===== src/rtl/full_handshake_rx.sv =====
// Receive side of a four-phase req/ack handshake crossing into the clk domain.
// Captures one payload per exchange and presents it on a valid/ready interface.
module full_handshake_rx #(
    parameter int DATA_WIDTH = 40
) (
    input  logic                  clk,
    input  logic                  rst,
    input  logic                  hs_vld,
    input  logic [DATA_WIDTH-1:0] hs_data,
    output logic                  hs_rdy,
    output logic                  o_vld,
    output logic [DATA_WIDTH-1:0] o_data,
    input  logic                  i_rdy
);

    typedef enum logic [2:0] {
        IDLE    = 3'b001,
        DELIVER = 3'b010,
        ACK     = 3'b100
    } state_t;

    state_t                state, state_nx;
    logic                  vld_meta, vld_s;
    logic                  o_vld_nx, hs_rdy_nx;
    logic [DATA_WIDTH-1:0] o_data_nx;

    // hs_vld is asynchronous; only vld_s may be used by the FSM
    always_ff @(posedge clk or posedge rst) begin
        if (rst) begin
            vld_meta <= 1'b0;
            vld_s    <= 1'b0;
        end else begin
            vld_meta <= hs_vld;
            vld_s    <= vld_meta;
        end
    end

    always_ff @(posedge clk or posedge rst) begin
        if (rst) begin
            state  <= IDLE;
            o_vld  <= 1'b0;
            hs_rdy <= 1'b0;
            o_data <= '0;
        end else begin
            state  <= state_nx;
            o_vld  <= o_vld_nx;
            hs_rdy <= hs_rdy_nx;
            o_data <= o_data_nx;
        end
    end

    always_comb begin
        state_nx  = state;
        o_vld_nx  = o_vld;
        hs_rdy_nx = hs_rdy;
        o_data_nx = o_data;
        case (state)
            IDLE: begin
                if (vld_s) begin
                    o_data_nx = hs_data;
                    o_vld_nx  = 1'b1;
                    state_nx  = DELIVER;
                end
            end
            DELIVER: begin
                if (o_vld && i_rdy) begin
                    o_vld_nx  = 1'b0;
                    hs_rdy_nx = 1'b1;
                    state_nx  = ACK;
                end
            end
            ACK: begin
                // ack is held until the transmitter withdraws its request
                if (!vld_s) begin
                    hs_rdy_nx = 1'b0;
                    state_nx  = IDLE;
                end
            end
            default: begin
                o_vld_nx  = 1'b0;
                hs_rdy_nx = 1'b0;
                state_nx  = IDLE;
            end
        endcase
    end

endmodule


===== config.mk =====
export PLATFORM = sky130hd
export DESIGN_NAME = full_handshake_rx
export DESIGN_NICKNAME = d
export VERILOG_FILES = /design/src/rtl/full_handshake_rx.sv
export SDC_FILE = /design/constraint.sdc
export NUM_CORES = 1
export LEC_CHECK = 0
export ABC_AREA = 1
export CAP_MARGIN = 0
export CORE_MARGIN = 5
export CORE_UTILIZATION = 38
export CTS_CLUSTER_SIZE = 14
export DETAILED_ROUTE_END_ITERATION = 6
export GPL_TIMING_DRIVEN = 0
export PLACE_DENSITY = 0.8
export RECOVER_POWER = 50
export SLEW_MARGIN = 20
export SYNTH_ARGS = -nofsm -noshare
export SYNTH_HDL_FRONTEND = slang
export SYNTH_SLANG_ARGS = --single-unit
export TNS_END_PERCENT = 50

===== constraint.sdc =====
create_clock -name clk -period 1.35 [get_ports clk]
set_clock_uncertainty 0.1 [all_clocks]
set_input_delay 0.135 -clock clk [delete_from_list [all_inputs] [get_ports clk]]
set_output_delay 0.135 -clock clk [all_outputs]
set_load 0.02 [all_outputs]

======== Yosys cells after proc, flatten, opt, wreduce, memory -nomap -nowiden ========
Cells that the tools add are included.
word-level totals
  bits of input ports ..................... 44
  register bits after elaboration ......... 47
  output and inout bits ................... 42
cells by class
  bitwise operators ....................... 2
  reductions and logical operators ........ 5
  equal/unequal tests ..................... 6
  multiplexer cells ....................... 10
operators by type and width
  kind                count
  $mux 3              3
  $pmux 3 s3          1
  $reduce_and 3->1    3
  $ne 2x2->1 const B  3
  $pmux 1 s3          2
  $mux 1              4
  $eq 3x1->1 const B  1
  $eq 3x2->1 const B  1
  $eq 3x3->1 const B  1
  $not 1->1           2
  $reduce_and 2->1    1
  $logic_and 1x1->1   1

======== Logic depth before layout (Yosys ltp) ========
Gate-level depths: netlist (run 1).
  depth after elaboration ................. 3
  depth in mapped cells ................... 6
  depth with buffers taken out ............ 6

======== Worst setup path before layout (run 1) ========
No wires, ideal clock.
  path kind ............................... reg2reg
  start ................................... register state[0]
  end ..................................... register o_data[0]
  setup slack ............................. 0.030 ns
  clock period less this slack ............ 1.320 ns
  data required time ...................... 1.132 ns
  data arrival time ....................... 1.102 ns
  stages on the path, launching flop included .. 7
  library setup time ...................... 0.118 ns
  path buffers ............................ 1
  cells stage by stage .................... dfstp_2 -> inv_2 -> nor2_4 -> nand3_4 -> buf_6 -> nand2_1 -> o21ai_2
on the way
  word-level cells in the longest chain between the ends .. 2
RTL lines
  what                        line  text
  start: declaration          22    state_t state, state_nx;
  start signal: assignment    45    state <= state_nx;
  $eq 3x1->1                  57    case (state)
  $reduce_and 2->1 (no line)  --
  end signal: assignment      48    o_data <= o_data_nx;
  end: declaration            12    output logic [DATA_WIDTH-1:0] o_data,
No other way between the ends.
A chain may end at the register's enable or synchronous reset.

======== Worst setup path in the final report (run 1) ========
  start ................................... register state[0]
  end ..................................... register o_data[17]
The elaborated chain is that of the path after synthesis.

==> flow_summary.yaml, run 1 <==
outcome:
  status: "finished, violations left"
  violations: "negative setup slack"
die:
  die-area_sq_mm: 0.006958
  io_pins: 86
  core_area_sq_mm: 0.005172
  rows: 26
  die_h_um: 83.42
  start_util_pct: 39.60
  die_w_um: 83.42
global_routing:
  grt_max_degree: 31
  grt_pass1_vias: 1595
  groute.usage.overall_pct: 13.51
  antenna_found_initial: 0
  grt_pass1_wl_um: 7645
  grt-ovfl-total: 0
route:
  first_pass_iters: 4
  wirelength_um: 4577
  via_per_inst: 4.314
  antenna_left: 0
  via_count: 1579
  post_drt_wl_per_cell_um: 12.51
  drt_iter0_drc: 63
  post-route-drc-count: 0
placed_design:
  gp_congestion: 0.7593
  dp.final_hpwl_um: 3364
  port_buffers: 85
  dp.cells: 357
  pre_cts_slack_ns: -0.1021
power_and_ir_drop:
  ir_worst_vdd_v: 0.001000
  p_per_area_mw_per_mm2: 2197
  total_power_w: 0.006722
  leakage_nw: 1.620
timing:
  setup_viol: 38
  max_freq_mhz: 706.1
  period_share_pct: 104.9
  rsz0062_at_grt: "true"
  slew_viol_final: 0
  report.final.hold_viol_count: 0
  tightest_slew_ns: 0.7175
  fin_ws_ns: -0.06633
  whs_ns: 0.2607
  relSlewSlack_pct: 52.12
  layout_min_cycle_time_ns: 1.416
critical_path:
  startpoint: "state[0]"
  crit_arrival_ns: 1.53
  r2r_start: "state[0]"
  worstPathMaxFanout: 10
  crit_required_ns: 1.47
  worstSetupPathType: "flip-flop to flip-flop"
  start_kind: "flip-flop"
  worstSetupEndpointType: "flip-flop"
logic_synthesis:
  synth_cells: 201
  yosys.area.top_type: "dfrtp_1"
  synth_most_common_cell: "nand2_1"
  dominantRegCellSynth: "dfrtp_1"
  synth_area_per_cell_sq_um: 10.19
  synth_top_area_share_pct: 56.20
  synth_common_cells: "51 x nand2_1, 46 x dfrtp_1, 43 x inv_1"
  synth_seq_cells: 47
  yosys_warnings: 0
  synth-async-reset-ratio_pct: 100.0
  yosys-top-cells-area: "dfrtp_1 56%, o21ai_2 17%, nand2_1 9.3%, inv_1 7.9%, buf_6 4.4%"
  synth.distinct_cells: 13
  synth_edf_count: 0
  syn_nets: 245
  syn_area_sq_mm: 0.002048
  seq_area_frac_synth_pct: 57.48
cts:
  cts_hold_buf: 0
  clock-sinks: 47
  insertion_delay_ns: 0.29
  cts-root-buf: "clkbuf_8"
  htree_levels: 2
  cts_tree: "yes"
  path_clk_slew_ns: 0.08
  post_cts_buffers: 0
  clock_path_buffers: 2
  cts_buffers: 5
min_path:
  hp-class: "flip-flop to flip-flop"
  holdCritStartpoint: "vld_meta"
finish:
  finalCoreUtilization_pct: 59.14
  antenna_cells: 0
  num-nets-final: 339
  fin_cells: 366
  syn2layout_area_growth_pct: 49.36
  drive_gt1_share_pct: 20.95
run:
  max-cap-violations: 0
final timing paths:
check	end	cells after the start	slack [ns]
worst max-delay path	o_data[17]	5	-0.07
worst min-delay path	vld_s	0	0.26
worst max register to register	o_data[17]	5	-0.07
worst min register to register	vld_s	0	0.26
max in group asynchronous	state[0]	3	0.14
min in group asynchronous	o_data[22]	2	0.30
cells by family (layout without fill, tap and decap cells):
group	Yosys count	in the layout	share of synthesized area (%)
buffers and inverters	52	146	12.46
AND/OR/NAND/NOR	61	62	12.71
flip-flops	47	47	57.48
AO/OA/AOI/OAI	41	41	17.35
power by group:
part           internal [W]  switching, W  total (W)
Sequential          0.00207      0.000325    0.00239
Combinational       0.00140       0.00203    0.00343
Clock              0.000468      0.000434   0.000902
registers in the layout, indices dropped and copies added (netlist names):
signal,flops
vld_s,1
vld_meta,1
o_vld,1
o_data,40
state,3
hs_rdy,1
cell type report:
cell class                      instances  area, sq um
Timing Repair Buffer                   86        813.3
Tap cell                               70        87.58
Clock buffer                            8        100.1
Sequential cell                        47         1177
Buffer                                  8        90.09
Inverter                               44        165.2
Fill cell                             470         2113
Multi-Input combinational cell        103        625.6
critical path, cell delays in order, from the launching register on:
cell and delay [ns]:
dfstp_2 0.54, inv_2 0.05, nor2_4 0.15, nand3_2 0.18
buf_6 0.20, o21ai_2 0.11
through the flow:
stage                     cell area, sq um  TNS [ns]
final                                 3059    -1.756
after floorplan                       2048         0
after global routing                  3059    -5.861
after detailed placement              3007    -2.756
after global placement                2987    -46.62
after CTS                             3054    -3.427
repair_timing:
| action | 4_1_cts | 5_1_grt |
|---|---|---|
| endpoints found under the setup margin | 83 | 42 |
| gates cloned | 0 | 1 |
| resized for setup | 42 | 1 |
| pin swaps | 0 | 1 |
metal layers:
layer	vias up	part of all wire, %	routed length (um)	global-route usage [%]
met5	-	0	0	0
met4	0	0.31	14	3.509
met3	2	8.7	399	5.842
met2	54	49	2250	21.94
met1	728	42	1911	16.50
li1	795	-	-	-
cells in the final DEF, fill, tap and decap left out, types with 4 or more instances in the layout:
cell type	count
clkbuf_8	7
inv_1	42
clkdlybuf4s50_1	41
dfrtp_1	46
o21ai_2	40
nand3_1	4
dlygate4sd2_1	42
nand2_1	51
buf_6	8
No activity file was read; power rests on OpenSTA's default activity.
==> run 2, diff against run 1 <==
Settings changed: SLEW_MARGIN 20 to not set.
==> results of run 2 <==
No change in the layout: final DEF, timing and power equal those of run 1.
